<file path="src/rtl/cache_pkg.sv">
`default_nettype none
// ============================================================================
//  cache_pkg
//  Shared widths, beat bookkeeping constants and FSM state type for
//  cacheline_adaptor.
//  Revision: 1.0
// ============================================================================
package cache_pkg;

  localparam int LINE_W      = 256;
  localparam int BURST_W     = 64;
  localparam int ADDR_W      = 32;
  localparam int BEATS       = LINE_W / BURST_W;
  localparam int OFFSET_BITS = 5;
  localparam int CNT_W       = 2;

  localparam logic [CNT_W-1:0]  LAST_BEAT   = CNT_W'(BEATS - 1);
  localparam logic [ADDR_W-1:0] OFFSET_MASK = ADDR_W'((1 << OFFSET_BITS) - 1);

  typedef enum logic [1:0] {
    IDLE  = 2'd0,
    READ  = 2'd1,
    WRITE = 2'd2,
    DONE  = 2'd3
  } state_e;

endpackage
`default_nettype wire

</file>
<file path="src/rtl/cacheline_adaptor.sv">
`default_nettype none
// ============================================================================
//  cacheline_adaptor
//  Converts 256-bit cache line fills/writebacks into four-beat 64-bit memory
//  bursts. Optional SVA checks: define CACHELINE_ADAPTOR_ASSERT_EN.
//  Revision: 1.0
// ============================================================================
module cacheline_adaptor
  import cache_pkg::*;
(
  input  logic                 clk,
  input  logic                 rst,
  input  logic [ADDR_W-1:0]    address_i,
  input  logic                 read_i,
  input  logic                 write_i,
  input  logic [LINE_W-1:0]    line_i,
  output logic [LINE_W-1:0]    line_o,
  output logic                 resp_o,
  output logic [ADDR_W-1:0]    address_o,
  output logic                 read_o,
  output logic                 write_o,
  output logic [BURST_W-1:0]   burst_o,
  input  logic [BURST_W-1:0]   burst_i,
  input  logic                 resp_i
);

  state_e              state_q, state_d;
  logic [CNT_W-1:0]    cnt_q,   cnt_d;
  logic [LINE_W-1:0]   buf_q,   buf_d;
  logic [ADDR_W-1:0]   addr_q,  addr_d;

  always_comb begin
    state_d = state_q;
    cnt_d   = cnt_q;
    buf_d   = buf_q;
    addr_d  = addr_q;
    case (state_q)
      IDLE: begin
        // Write wins when both requests arrive together.
        if (write_i) begin
          state_d = WRITE;
          addr_d  = address_i & ~OFFSET_MASK;
          cnt_d   = '0;
          buf_d   = line_i;
        end else if (read_i) begin
          state_d = READ;
          addr_d  = address_i & ~OFFSET_MASK;
          cnt_d   = '0;
        end
      end
      READ: begin
        if (resp_i) begin
          buf_d[int'(cnt_q)*BURST_W +: BURST_W] = burst_i;
          cnt_d = cnt_q + 1'b1;
          if (cnt_q == LAST_BEAT) begin
            state_d = DONE;
          end
        end
      end
      WRITE: begin
        if (resp_i) begin
          cnt_d = cnt_q + 1'b1;
          if (cnt_q == LAST_BEAT) begin
            state_d = DONE;
          end
        end
      end
      DONE: begin
        state_d = IDLE;
      end
      default: begin
        state_d = IDLE;
      end
    endcase
  end

  always_ff @(posedge clk) begin
    if (rst) begin
      state_q <= IDLE;
      cnt_q   <= '0;
      buf_q   <= '0;
      addr_q  <= '0;
    end else begin
      state_q <= state_d;
      cnt_q   <= cnt_d;
      buf_q   <= buf_d;
      addr_q  <= addr_d;
    end
  end

  assign line_o    = buf_q;
  assign address_o = addr_q;
  assign read_o    = (state_q == READ);
  assign write_o   = (state_q == WRITE);
  assign resp_o    = (state_q == DONE);
  assign burst_o   = (state_q == WRITE) ? buf_q[int'(cnt_q)*BURST_W +: BURST_W] : '0;

`ifdef CACHELINE_ADAPTOR_ASSERT_EN
  a_resp_only_in_burst: assert property (@(posedge clk) disable iff (rst)
    resp_i |-> (read_o || write_o));
  a_rw_exclusive: assert property (@(posedge clk) disable iff (rst)
    !(read_o && write_o));
  a_resp_one_cycle: assert property (@(posedge clk) disable iff (rst)
    resp_o |=> !resp_o);
  a_no_x_ctrl: assert property (@(posedge clk) disable iff (rst)
    !$isunknown({resp_o, read_o, write_o}));
`endif

endmodule
`default_nettype wire

</file>
<file path="config.mk">
export PLATFORM = sky130hd
export DESIGN_NAME = cacheline_adaptor
export DESIGN_NICKNAME = d
export VERILOG_FILES = /design/src/rtl/cache_pkg.sv /design/src/rtl/cacheline_adaptor.sv
export SDC_FILE = /design/constraint.sdc
export NUM_CORES = 1
export LEC_CHECK = 0
export ABC_AREA = 1
export CAP_MARGIN = 10
export CORE_AREA = 5 5 277 279
export DETAILED_ROUTE_END_ITERATION = 16
export DIE_AREA = 0 0 282 284
export PLACE_DENSITY = 0.52
export SYNTH_ARGS = -nofsm -noshare
export SYNTH_HDL_FRONTEND = slang
export SYNTH_SLANG_ARGS = --single-unit
</file>
<file path="constraint.sdc">
create_clock -name clk -period 4.9 [get_ports clk]
set_clock_uncertainty 0.15 [all_clocks]
set_input_delay 0.98 -clock clk [delete_from_list [all_inputs] [get_ports clk]]
set_output_delay 0.98 -clock clk [all_outputs]
set_load 0.05 [all_outputs]
</file>
Yosys cells after proc, flatten, opt, wreduce, memory -nomap -nowiden
Cells that the tools add are included.
{ "totals": {"regBits": 292} }
{ "classes": {"add_sub_neg": 2, "eq_ne": 9, "shifts": 3, "muxes": 16, "reduce_logical": 9} }
{ "ops": {"columns": ["cell", "n"], "rows": [
  ["$mux W256", 2],
  ["$pmux W256 S2", 1],
  ["$bwmux W256", 1],
  ["$shift A64 B33 Y256 const A", 1],
  ["$shiftx A256 B9 Y64", 1],
  ["$shiftx A64 B33 Y256", 1],
  ["$mux W32", 2],
  ["$mux W64", 1],
  ["$neg A8 Y33", 1],
  ["$mux W2", 7],
  ["$reduce_and A3 Y1", 3],
  ["$eq A2 B2 Y1 const B", 3],
  ["$ne A2 B1 Y1 const B", 3],
  ["$pmux W2 S3", 1],
  ["$reduce_bool A2 Y1", 3],
  ["$pmux W2 S2", 1],
  ["$ne A3 B3 Y1 const B", 1],
  ["$add A2 B1 Y2 const B", 1],
  ["$eq A2 B1 Y1 const B", 1],
  ["$logic_not A2 Y1", 1],
  ["$ne A2 B2 Y1 const B", 1],
  ["$reduce_and A2 Y1", 1],
  ["$reduce_or A2 Y1", 1]
]} }

Longest topological paths before layout
{ "logic_depth": {"ltp_word": 5, "ltp_mapped": 12, "ltp_nobuf": 9} }

Worst setup path before layout
OpenSTA, ideal clock, no wires.
{ "synth_timing": {"path_kind": "reg-to-output", "startpoint": "register state_q[0]", "endpoint": "output port burst_o[10]", "arrival_ns": 2.028, "t_required_ns": 3.770, "path_slack_ns": 1.742, "path_stages_with_launch": 6, "path_buffers": 1, "path_cell_list": "dfxtp_1 > inv_1 > ha_1 > inv_2 > clkbuf_1 > a21oi_1"} }
{ "synth_via": {"elab_chain_cells": 2} }
{ "synth_rtl": {"columns": ["element", "line", "text"], "rows": [
  ["from (decl)", "cacheline_adaptor.sv:27", "state_e state_q, state_d;"],
  ["from (signal assigned)", "cacheline_adaptor.sv:84", "state_q <= state_d;"],
  ["$eq A2 B2 Y1", null, null],
  ["via write_o", "cacheline_adaptor.sv:21", "output logic write_o,"],
  ["$mux W64", "cacheline_adaptor.sv:96", "assign burst_o = (state_q == WRITE) ? buf_q[int'(cnt_q)*BURST_W +: BURST_W] : '0;"],
  ["to (decl)", "cacheline_adaptor.sv:22", "output logic [BURST_W-1:0] burst_o,"]
]} }
The timed path passes the listed nets, and every way through them passes these cells.

Final worst setup path
{ "layout_timing": {"startpoint": "register cnt_q[1]", "endpoint": "output port burst_o[24]"} }
{ "layout_via": {"elab_chain_cells": 2} }
{ "layout_rtl": {"columns": ["element", "line", "text"], "rows": [
  ["from (decl)", "cacheline_adaptor.sv:28", "logic [CNT_W-1:0] cnt_q, cnt_d;"],
  ["from (signal assigned)", "cacheline_adaptor.sv:85", "cnt_q <= cnt_d;"],
  ["$shiftx A256 B9 Y64", "cacheline_adaptor.sv:96", null],
  ["$mux W64", "cacheline_adaptor.sv:96", null]
]} }
No other way between the ends.

==> results.sh <==
export IMPL_totalWireLength_um=99110
export IMPL_met1_wire_length_um=40190
export IMPL_postLayoutCoreUtil=0.3696
export IMPL_timing_hold_worst_path_depth=2
export IMPL_clock_tree_buffer_depth=3
export IMPL_initial_utilization=0.2470
export IMPL_critPathKind="reg2out"
export IMPL_top_layer_used="met5"
export IMPL_netlist_area_um2=18270
export IMPL_rsz0062_at_grt="false"
export IMPL_clkTransAtPathRegs_ns=0.05
export IMPL_dr_first_iter_drc_count=1430
export IMPL_ff2ff_path_depth=10
export IMPL_post_cts_repair_setup_buffers=0
export IMPL_crit_end_category="primary output"
export IMPL_die_outline_width_um=282
export IMPL_grt_antenna_before_repair=19
export IMPL_area_growth_synth_to_final_pct=49.64
export IMPL_fin_setup_tns_ns=0
export IMPL_holdBufCountCts=0
export IMPL_largest_net_degree_at_the_start_of_global_routing=154
export IMPL_synth_sequential_area_ratio=0.3146
export IMPL_power_density_nw_per_um2=692.8
export IMPL_hp_class="reg2reg"
export IMPL_regToRegStartpoint="cnt_q[1]"
export IMPL_cts_tree="yes"
export IMPL_num_vias=22110
export IMPL_timing_hold_violations_final=0
export IMPL_design_final_nets=4149
export IMPL_cts_buffers_inserted=40
export IMPL_post_dp_hpwl_um=67130
export IMPL_setup_viol_count_final=0
export IMPL_placement_io_buffers=701
export IMPL_clk_latency_ns=0.55
export IMPL_drt_first_pass_iters=6
export IMPL_average_size_of_a_mapped_cell_um2=5.667
export IMPL_gr_usage_all_layers=0.2334
export IMPL_timing_hold_worst_start="address_o[31]"
export IMPL_drive_above_1_share=0.03599
export IMPL_number_of_primary_i_o_pins=712
export IMPL_detail_route_wl_per_cell_um=20.69
export IMPL_cts_htree_levels=2
export IMPL_clock_tree_root_cell="clkbuf_16"
export IMPL_clock_sink_count=287
export IMPL_globalRoute_totalOverflow=0
export IMPL_slew_worst_pin_ns=0.9734
export IMPL_post_route_period_util=0.8843
export IMPL_maxSlewViolCount=0
export IMPL_viasPerCell=4.616
export IMPL_signal_arrival_time_at_the_worst_endpoint_ns=3.20
export IMPL_worst_setup_path_start_kind="flip-flop"
export IMPL_leakage_dissipation_nw=12.25
export IMPL_achievable_frequency_ghz=0.2308
export IMPL_floorplan_die_area_um2=80090
export IMPL_slew_headroom=0.3511
export IMPL_die_height_um=284
export IMPL_cts_resized=0
export IMPL_grt_pass1_wl_um=142400
export IMPL_worst_ep_required_ns=3.77
export IMPL_max_cap_violations=0
export IMPL_core_area_um2=73950
export IMPL_remaining_drc_errors=0
export IMPL_finalCriticalPeriod_ns=4.333
export IMPL_synthDistinctLibCells=22
export IMPL_synth_seq_cells=287
export IMPL_crit_fanout=38
export IMPL_final_common_cell="nand2_1"
export IMPL_outcome="complete, no violations"
export IMPL_met3RoutedLength_um=8024
export IMPL_peakVddDrop_mv=0.5291
export IMPL_wl_met2_um=47490
export IMPL_gp_routability_congestion=0.8923
export IMPL_layout_cells_most_common_list="nand2_1, clkdlybuf4s50_1, nor2_1"
export IMPL_floorplan_rows=100
export IMPL_ys_warnings_count=0
export IMPL_crit_start="cnt_q[1]"
export IMPL_grt_pass1_vias=21054
export IMPL_netlist_instances=3223
export IMPL_final_antenna_net_count=0
## final cells by class
type / instances / area, µm²
flip-flops and latches: 287 / 5753
inverters: 276 / 1055
well taps: 969 / 1212
clock buffers: 60 / 1167
multi-input cells: 2419 / 10420
clock inverters: 6 / 66.31
fillers: 8092 / 46610
diodes: 14 / 35.03
repair buffers: 759 / 7627
## worst max-delay path: stages, from the launching register on
cell,delay [ns]
dfxtp_4,0.64
clkinv_2,0.11
buf_4,0.34
a21oi_1,0.20
o21ai_0,0.10
a21oi_1,0.32
clkdlybuf4s50_1,0.88
## Yosys cell counts (all sizes together)
cell    number  area [µm²]
a21oi      195       987.2
buf        149       817.0
clkbuf      96       360.4
clkinv       1       3.750
conb         1       3.750
dfxtp      287        5746
ha           9       112.6
inv        275        1032
nand2     1147        4308
nand3       74       370.4
nand3b     128       960.9
nor2       610        2307
o21ai      251        1256
## sequential cells by signal (all words and copies together), names as in the netlist
register and cells:
state_q 2, cnt_q 2, line_o 256, address_o 27
## through the flow
stage               setup WS [ns]  instances  area [µm²]  hold slack, ns  power [mW]
floorplan                   1.742       3227       18280          0.3581       11.71
global placement            1.139       4710       26060          0.3439       16.12
detailed placement          1.113       4710       26060          0.3454       16.12
CTS                        0.5198       4776       27300          0.3658       19.09
global route               0.4874       4788       27330          0.3958       20.14
finish                     0.5671       4790       27330          0.3587       18.94
## layer usage
layer / track usage / vias up
li1: - / 11021
met1: 0.2839 / 10064
met2: 0.3985 / 849
met3: 0.05899 / 168
met4: 0.08323 / 8
met5: 0 / -
## path summary, 6_finish.rpt
path / endpoint / slack, ns
worst max-delay path: burst_o[24] / 0.57
worst min-delay path: address_o[31] / 0.36
worst max register to register: line_o[235] / 1.25
worst min register to register: address_o[31] / 0.36
## power by group
| group | internal (mW) | total [mW] | switching, mW |
|---|---|---|---|
| clock network | 1.69 | 2.87 | 1.19 |
| registers | 3.16 | 3.75 | 0.588 |
| logic | 3.61 | 12.3 | 8.70 |
| total | 8.46 | 18.9 | 10.5 |
## cells by family after synthesis
| kind of cell | share of synthesized area |
|---|---|
| other | 0.0002053 |
| buffers and inverters | 0.1212 |
| AND/OR/NAND/NOR | 0.4351 |
| adder cells (fa/ha/maj) | 0.006165 |
| flip-flops | 0.3146 |
| AO/OA/AOI/OAI | 0.1228 |
Power figures use the tool's default switching activity.
